===== src/rtl/fp_pkg.sv =====
// Shared IEEE-754 single-precision constants and field layout, used by the
// int/float converters and the FP arithmetic units.
package fp_pkg;

    localparam int FP_BIAS   = 127;
    localparam int FP_EXP_W  = 8;
    localparam int FP_FRAC_W = 23;
    localparam int FP_INT_W  = 32;

    typedef struct packed {
        logic                 sign;
        logic [FP_EXP_W-1:0]  exp;
        logic [FP_FRAC_W-1:0] frac;
    } fp32_t;

    // Biased exponent of a value whose leading one sits in bit 31 (2^31).
    localparam logic [FP_EXP_W-1:0] ITOF_EXP_TOP = FP_EXP_W'(FP_BIAS + FP_INT_W - 1);

endpackage


===== src/rtl/lzc32.sv =====
// Combinational 32-bit leading-zero counter; returns 32 for a zero input.
module lzc32 (
    input  logic [31:0] in_val,
    output logic [5:0]  lz
);

    // Ascending scan: the last hit is the most significant set bit.
    always_comb begin
        lz = 6'd32;
        for (int i = 0; i < 32; i++) begin
            if (in_val[i]) lz = 6'(31 - i);
        end
    end

endmodule


===== src/rtl/signed_int_to_float.sv =====
// 3-stage signed int32 -> IEEE-754 single converter with valid/ready handshake.
// Define ITOF_ROUND_RNE_EN for round-to-nearest-even; otherwise truncates toward zero.
module signed_int_to_float
    import fp_pkg::*;
(
    input  logic        clk,
    input  logic        rst,
    input  logic        in_valid,
    output logic        in_ready,
    input  logic [31:0] in_int,
    output logic        out_valid,
    input  logic        out_ready,
    output logic [31:0] out_fp,
    output logic        out_inexact
);

    logic adv;

    // S1: sign / magnitude
    logic        v1_q, v1_d;
    logic        sign1_q, sign1_d;
    logic [31:0] mag1_q, mag1_d;

    // S2: normalize
    logic        v2_q, v2_d;
    logic        sign2_q, sign2_d;
    logic [31:0] norm2_q, norm2_d;
    logic [7:0]  exp2_q, exp2_d;
    logic        zero2_q, zero2_d;
    logic [5:0]  lz;

    // S3: round / pack
    logic        out_valid_q, out_valid_d;
    fp32_t       out_fp_q, out_fp_d;
    logic        out_inexact_q, out_inexact_d;

    logic [22:0] frac_t, frac_r;
    logic [7:0]  exp_r;
    logic        guard_b, sticky_b;

    lzc32 u_lzc (
        .in_val (mag1_q),
        .lz     (lz)
    );

    // Whole pipe advances as one; bubbles are kept rather than collapsed.
    always_comb begin
        adv      = !out_valid_q | out_ready;
        in_ready = adv;
    end

    always_comb begin
        frac_t   = norm2_q[30:8];
        guard_b  = norm2_q[7];
        sticky_b = |norm2_q[6:0];
`ifdef ITOF_ROUND_RNE_EN
        begin
            logic inc;
            logic carry;
            inc             = guard_b & (sticky_b | frac_t[0]);
            {carry, frac_r} = {1'b0, frac_t} + {23'd0, inc};
            exp_r           = exp2_q + {7'd0, carry};
        end
`else
        frac_r = frac_t;
        exp_r  = exp2_q;
`endif
    end

    always_comb begin
        v1_d          = v1_q;
        sign1_d       = sign1_q;
        mag1_d        = mag1_q;
        v2_d          = v2_q;
        sign2_d       = sign2_q;
        norm2_d       = norm2_q;
        exp2_d        = exp2_q;
        zero2_d       = zero2_q;
        out_valid_d   = out_valid_q;
        out_fp_d      = out_fp_q;
        out_inexact_d = out_inexact_q;

        if (adv) begin
            v1_d    = in_valid;
            sign1_d = in_int[31];
            mag1_d  = in_int[31] ? (~in_int + 32'd1) : in_int;

            v2_d    = v1_q;
            sign2_d = sign1_q;
            norm2_d = mag1_q << lz;
            exp2_d  = ITOF_EXP_TOP - {2'b00, lz};
            zero2_d = (mag1_q == 32'd0);

            out_valid_d = v2_q;
            if (zero2_q) begin
                out_fp_d      = '0;
                out_inexact_d = 1'b0;
            end else begin
                out_fp_d.sign = sign2_q;
                out_fp_d.exp  = exp_r;
                out_fp_d.frac = frac_r;
                out_inexact_d = guard_b | sticky_b;
            end
        end
    end

    // NOTE: sequential state uses non-blocking assignments so every flop samples pre-edge values.
    always_ff @(posedge clk) begin
        if (rst) begin
            v1_q          <= 1'b0;
            v2_q          <= 1'b0;
            out_valid_q   <= 1'b0;
            out_fp_q      <= '0;
            out_inexact_q <= 1'b0;
        end else begin
            v1_q          <= v1_d;
            v2_q          <= v2_d;
            out_valid_q   <= out_valid_d;
            out_fp_q      <= out_fp_d;
            out_inexact_q <= out_inexact_d;
        end
    end

    // NOTE: interior data registers carry no reset; their valid bits qualify them.
    always_ff @(posedge clk) begin
        sign1_q <= sign1_d;
        mag1_q  <= mag1_d;
        sign2_q <= sign2_d;
        norm2_q <= norm2_d;
        exp2_q  <= exp2_d;
        zero2_q <= zero2_d;
    end

    assign out_valid   = out_valid_q;
    assign out_fp      = out_fp_q;
    assign out_inexact = out_inexact_q;

endmodule

===== config.mk =====
export PLATFORM = sky130hd
export DESIGN_NAME = signed_int_to_float
export DESIGN_NICKNAME = d
export VERILOG_FILES = /design/src/rtl/fp_pkg.sv /design/src/rtl/lzc32.sv /design/src/rtl/signed_int_to_float.sv
export SDC_FILE = /design/constraint.sdc
export NUM_CORES = 1
export LEC_CHECK = 0
export ABC_CLOCK_PERIOD_IN_PS = 3210
export BUFFER_PORTS_ARGS = -buffer_cell sky130_fd_sc_hd__buf_2
export CORE_MARGIN = 4
export CORE_UTILIZATION = 30
export CTS_CLUSTER_DIAMETER = 50
export DETAILED_ROUTE_END_ITERATION = 7
export PLACE_DENSITY = 0.58
export SETUP_SLACK_MARGIN = 0.15
export SKIP_LAST_GASP = 1
export SLEW_MARGIN = 20
export SYNTH_ARGS = -nofsm -noshare
export SYNTH_HDL_FRONTEND = slang
export SYNTH_HIERARCHICAL = 1
export SYNTH_SLANG_ARGS = --single-unit

===== constraint.sdc =====
create_clock -name clk -period 3.21 [get_ports clk]
set_input_delay 0.321 -clock clk [delete_from_list [all_inputs] [get_ports clk]]
set_output_delay 0.321 -clock clk [all_outputs]
set_load 0.02 [all_outputs]

==> results of run 1 <==
## worst max-delay path: cells and delay by family (launching register included)
family          cells  cell delay [ns]
compound gates      6             1.34
mux                 1             0.58
flops               1             0.42
buf+inv             3             0.41
simple gates        2             0.24
## layout by cell type (no fill, tap or decap), types with 7 or more instances in the layout
master,synthesis,final
a21oi_1,42,42
a22oi_1,12,10
buf_2,7,71
buf_4,0,70
clkbuf_16,0,10
dfxtp_1,36,36
edfxtp_1,74,74
inv_1,14,13
mux2i_1,15,7
mux4_2,27,27
nand2_1,25,25
nor2_1,67,62
nor3_1,11,9
nor3b_1,35,33
nor4_1,23,18
o21ai_0,15,10
o31ai_1,15,12
xnor2_1,31,31
## path summary, 6_finish.rpt
kind                        from                         to  cells past startpoint
max          mag1_q[3]$_DFFE_PP_  norm2_q[27]$_SDFFCE_PP0P_                     12
min                    in_int[0]        mag1_q[0]$_DFFE_PP_                      1
max reg2reg  mag1_q[3]$_DFFE_PP_  norm2_q[27]$_SDFFCE_PP0P_                     12
min reg2reg    sign1_q$_DFFE_PP_          sign2_q$_DFFE_PP_                      0
## cell type report
cell class | instances | area [um2]
clock buffers | 9 | 225
clock inverters | 7 | 56.3
fillers | 1977 | 12200
inverters | 15 | 56.3
multi-input cells | 426 | 3540
flip-flops and latches | 110 | 2940
well taps | 270 | 338
repair buffers | 154 | 1100
## where the power goes
part	internal [mW]	total, mW	switching, mW
Sequential	1.82	1.94	0.124
Combinational	0.836	1.66	0.825
Clock	0.536	1.08	0.543
Total	3.19	4.68	1.49
## what timing repair did
item	4_1_cts	5_1_grt
setup endpoints to repair	23	28
buffers inserted	10	9
pin swaps	17	10
resized for setup	28	44
cloned	2	1
## layer usage
layer  global-route usage [%]  vias up  part of all wire [%]
li1                         -     2535                     -
met1                     18.8     2486                    47
met2                     21.3      157                    46
met3                     3.19       20                   5.6
met4                     3.41        0                   1.8
met5                        0        -                     0
## registers in the layout (all words and copies together) (netlist names)
register / cells
out_valid: 1
exp2_q: 8
out_inexact: 1
sign1_q: 1
v1_q: 1
zero2_q: 1
v2_q: 1
out_fp: 32
sign2_q: 1
mag1_q: 32
norm2_q: 31
## logic make-up after synthesis
kind of cell | after synthesis
compound gates | 132
fa+ha+maj | 3
buf+inv | 54
simple gates | 208
flops | 110
xor+xnor | 33
mux | 50
## stage by stage
step                      power (mW)  util (%)  setup slack, ns  hold WS, ns
after floorplan                 2.85         -            0.151        0.400
final                           4.68      40.3          -0.0175        0.179
after global placement          3.33      36.1          -0.0203        0.408
after CTS                       4.56      38.6           0.0403        0.168
after global routing            4.93      40.3           -0.102        0.179
after detailed placement        3.34      36.1          -0.0410        0.405
==> flow_metrics.env, run 1 <==
export IMPL_muxShareOfSynthArea_pct=13.4
export IMPL_synth_simple_area_share_pct=17.9
export IMPL_vias=5198
export IMPL_cts_sinks=110
export IMPL_final_area_mm2=0.00826
export IMPL_postRouteAntennaNets=0
export IMPL_fmax_ghz=0.310
export IMPL_relSlewSlack_pct=54.9
export IMPL_layout_drive_gt1_share_pct=36.9
export IMPL_grt_max_degree=70
export IMPL_period_minus_slack_ns=3.23
export IMPL_yosysMostFrequentCell="edfxtp_1"
export IMPL_crit_slowest_cell="mux4_2"
export IMPL_p_leak_nw=3.07
export IMPL_die_area_mm2=0.0235
export IMPL_fin_setup_tns_ns=-0.0186
export IMPL_clkLatencyLatePin_ns=0.36
export IMPL_clock_path_buffers=2
export IMPL_path_cells="nor3b_2 > nor3_1 > o31ai_2 > o2111ai_4 > a221oi_4 > buf_6 > buf_6 > buf_16 > mux4_2 > a22oi_2 > o2bb2ai_1 > a221o_1"
export IMPL_drt_first_pass_iters=5
export IMPL_synthTopCellsByCount="74 x edfxtp_1, 67 x nor2_1, 42 x a21oi_1"
export IMPL_cts_tree="done"
export IMPL_clock_skew_ns=0.00805
export IMPL_rsz0062_at_grt="yes"
export IMPL_netlist_area_mm2=0.00634
export IMPL_antenna_found_initial=0
export IMPL_synthAdderAreaFrac_pct=0.592
export IMPL_p_per_area_mw_per_mm2=566
export IMPL_arrival_ns=3.35
export IMPL_root_buffer="clkbuf_16"
export IMPL_viasPerCell=5.25
export IMPL_io_buffers=70
export IMPL_fin_crit_sh_pct=101
export IMPL_fp_dieW_um=153
export IMPL_synthFlopType="edfxtp_1"
export IMPL_r2r_slack_ns=-0.02
export IMPL_syn_inst=590
export IMPL_dp_cells=952
export IMPL_yosysTopAreaCell="edfxtp_1"
export IMPL_instances_no_fill=991
export IMPL_synth_avg_cell_area_um2=10.8
export IMPL_drt_iter0_drc=409
export IMPL_cts_made_buffers=9
export IMPL_antenna_diode_count=0
export IMPL_outcome="complete, but fails checks"
export IMPL_maxSlewViolCount=0
export IMPL_hp_class="in2reg"
export IMPL_setup_violations_final=2
export IMPL_cpPeakStageDelay_ns=0.58
export IMPL_cp_max_fo=6
export IMPL_synth_edf_count=74
export IMPL_ys_types=60
export IMPL_h_tree_depth=3
export IMPL_synth_compound_area_share_pct=13.8
export IMPL_synth_area_top_cells="edfxtp_1 35%, dfxtp_1 11%, mux4_2 9.6%"
export IMPL_place_congestion=0.896
export IMPL_grt_total_usage_pct=13.5
export IMPL_synthXorXnorAreaFrac_pct=4.56
export IMPL_area_growth_pct=30.3
export IMPL_synth_net_count=629
export IMPL_grt_pass1_wl_um=26000
export IMPL_critPathLaunchType="flop"
export IMPL_yosysSeqAreaShare_pct=46.4
export IMPL_ys_seq_elements=110
export IMPL_overflow=0
export IMPL_dp_hpwl_um=11500
export IMPL_worst_pin_slew_ns=0.673
export IMPL_drc=0
export IMPL_synth_top_family_by_area="simple AND/OR/NAND/NOR gates"
export IMPL_violations="negative setup slack"
export IMPL_setup_ws_ns=-0.0175
export IMPL_hold_buffers=0
export IMPL_grt_pass1_vias=4826
export IMPL_path_class="reg2reg"
export IMPL_path_clk_slew_ns=0.08
export IMPL_core_area_mm2=0.0205
export IMPL_io_pins=71
export IMPL_wirelength_um=16300
export IMPL_fp_dieH_um=153
export IMPL_netlist_area_leader_share_pct=35.0
export IMPL_start_util_pct=31.0
export IMPL_nNetsFinal=755
export IMPL_cp_data_required_time_ns=3.33
export IMPL_row_count=52
export IMPL_ir_worst_vdd_mv=0.261
export IMPL_synth_warnings=6
export IMPL_drv_cap=0
export IMPL_placed_cell_area_mm2=0.00739
export IMPL_cp_end_kind="flop"
export IMPL_path_common_cell="buf_6"
export IMPL_wl_per_cell_um=16.4
export IMPL_hold_viol=0
export IMPL_ys_async_sr_fraction_pct=0
(Power assumes the default switching activity.)
==> run 2, diff against run 1 <==
REMOVE_ABC_BUFFERS = 1   (was default)
==> flow_metrics.env, run 2 (synthesized netlist as in run 1, its figures left out) <==
export IMPL_cp_data_required_time_ns=3.32
export IMPL_cp_max_fo=3
export IMPL_io_buffers=70
export IMPL_hold_viol=0
export IMPL_relSlewSlack_pct=54.9
export IMPL_cts_sinks=110
export IMPL_cts_tree="done"
export IMPL_grt_pass1_vias=4981
export IMPL_io_pins=71
export IMPL_p_leak_nw=3.01
export IMPL_wirelength_um=15800
export IMPL_arrival_ns=3.27
export IMPL_fin_hold_ws_ns=0.192
export IMPL_min_from="in_int[0]"
export IMPL_fin_crit_sh_pct=98.5
export IMPL_grt_max_degree=70
export IMPL_hold_buffers=0
export IMPL_path_class="reg2reg"
export IMPL_nNetsFinal=741
export IMPL_grt_pass1_wl_um=26500
export IMPL_row_count=52
export IMPL_crit_slowest_cell="mux4_2"
export IMPL_p_comb_share_pct=34.5
export IMPL_postRouteAntennaNets=0
export IMPL_path_clk_slew_ns=0.07
export IMPL_grt_total_usage_pct=13.6
export IMPL_place_congestion=0.871
export IMPL_layout_drive_gt1_share_pct=35.1
export IMPL_critPathLaunchType="flop"
export IMPL_vias=5115
export IMPL_drv_cap=0
export IMPL_dp_cells=947
export IMPL_start_util_pct=31.0
export IMPL_cp_end_kind="flop"
export IMPL_fin_setup_tns_ns=0
export IMPL_fp_dieW_um=153
export IMPL_drc=0
export IMPL_outcome="completed"
export IMPL_p_seq_share_pct=42.1
export IMPL_placed_cell_area_mm2=0.00740
export IMPL_final_common_cell="edfxtp_1"
export IMPL_cpPeakStageDelay_ns=0.54
export IMPL_p_per_area_mw_per_mm2=567
export IMPL_h_tree_depth=3
export IMPL_root_buffer="clkbuf_16"
export IMPL_path_cells="nor3b_2 > nor3_2 > o31ai_2 > o2111ai_2 > a221oi_4 > buf_6 > mux4_2 > and2_4 > a31o_4 > a221o_1"
export IMPL_wl_per_cell_um=16.2
export IMPL_hp_class="in2reg"
export IMPL_overflow=0
export IMPL_final_cell_mix="74 x edfxtp_1, 70 x buf_2, 63 x nor2_1, 57 x buf_4, 42 x a21oi_1"
export IMPL_area_growth_pct=27.7
export IMPL_p_clk_share_pct=23.5
export IMPL_cp_top_family="compound AO/OA/AOI/OAI gates"
export IMPL_fp_dieH_um=153
export IMPL_swShare_pct=31.5
export IMPL_cts_made_buffers=9
export IMPL_clock_path_buffers=2
export IMPL_power_mw=4.59
export IMPL_clock_skew_ns=0.0109
export IMPL_intPower_mw=3.14
export IMPL_instances_no_fill=977
export IMPL_viasPerCell=5.24
export IMPL_fin_util_pct=39.5
export IMPL_n_fill_cell=2047
export IMPL_final_area_mm2=0.00810
export IMPL_startpoint="mag1_q[3]$_DFFE_PP_"
export IMPL_antenna_found_initial=0
export IMPL_setup_violations_final=0
export IMPL_core_area_mm2=0.0205
export IMPL_rsz0062_at_grt="yes"
export IMPL_ir_worst_vdd_mv=0.243
export IMPL_antenna_diode_count=0
export IMPL_path_buf_inv=1
export IMPL_clkLatencyLatePin_ns=0.37
export IMPL_die_area_mm2=0.0235
export IMPL_power_switching_mw=1.44
export IMPL_reg2reg_from="mag1_q[3]$_DFFE_PP_"
export IMPL_maxSlewViolCount=0
export IMPL_worst_pin_slew_ns=0.673
export IMPL_preCtsSetupSlack_ns=-0.121
export IMPL_period_minus_slack_ns=3.16
export IMPL_drt_first_pass_iters=4
export IMPL_setup_ws_ns=0.0482
export IMPL_fmax_ghz=0.316
export IMPL_dp_hpwl_um=11400
export IMPL_drt_iter0_drc=350
-- run 2: changes by cell type in the layout (fill, tap and decap cells not counted), sizes merged --
cell,previous run,this run
clkinvlp,2,1
clkinv,4,5
buf,153,140
clkbuf,10,9
-- run 2: worst register-to-register path, delay by kind of cell (launching register included) --
| kind | cells | cell delay [ns] |
|---|---|---|
| AOI/OAI and AO/OA | 5 | 1.30 |
| buffers and inverters | 1 | 0.17 |
| DFF | 1 | 0.43 |
| muxes | 1 | 0.54 |
| and+or+nand+nor | 3 | 0.48 |
-- run 2: metal layers --
layer | track usage [%] | up-vias | wire length (um)
met2 | 21.5 | 149 | 7230
met5 | 0 | - | 0
met1 | 18.7 | 2435 | 7370
li1 | - | 2498 | -
met3 | 2.43 | 33 | 800
met4 | 5.34 | 0 | 438
-- run 2: worst paths after layout --
check | cells past startpoint | to | slack, ns
hold / removal | 1 | mag1_q[0]$_DFFE_PP_ | 0.19
setup / recovery | 10 | norm2_q[19]$_SDFFCE_PP0P_ | 0.05
setup reg to reg | 10 | norm2_q[19]$_SDFFCE_PP0P_ | 0.05
hold reg to reg | 0 | sign2_q$_DFFE_PP_ | 0.43
-- run 2: power by group through the flow --
stage                     clock network (mW)  registers [mW]  logic, mW
final                                   1.08            1.93       1.58
after global routing                    1.17            1.96       1.73
after CTS                               1.13            1.93       1.51
after detailed placement                   0            1.96       1.37
after global placement                     0            1.96       1.36
after floorplan                            0            2.05      0.778
-- run 2: what timing repair did --
action	4_1_cts	5_1_grt
pin swaps	18	10
setup endpoints to repair	25	28
buffers inserted	10	4
cloned	0	0
gates resized for setup	42	27
-- run 2: area by class of cell --
class,instances,area [um2],share of cell area [%]
Sequential cell,110,2940,36.3
Clock buffer,9,225,2.78
Multi-Input combinational cell,426,3490,43.1
Timing Repair Buffer,140,988,12.2
Tap cell,270,338,4.17
Clock inverter,7,60.1,0.742
Inverter,15,56.3,0.695
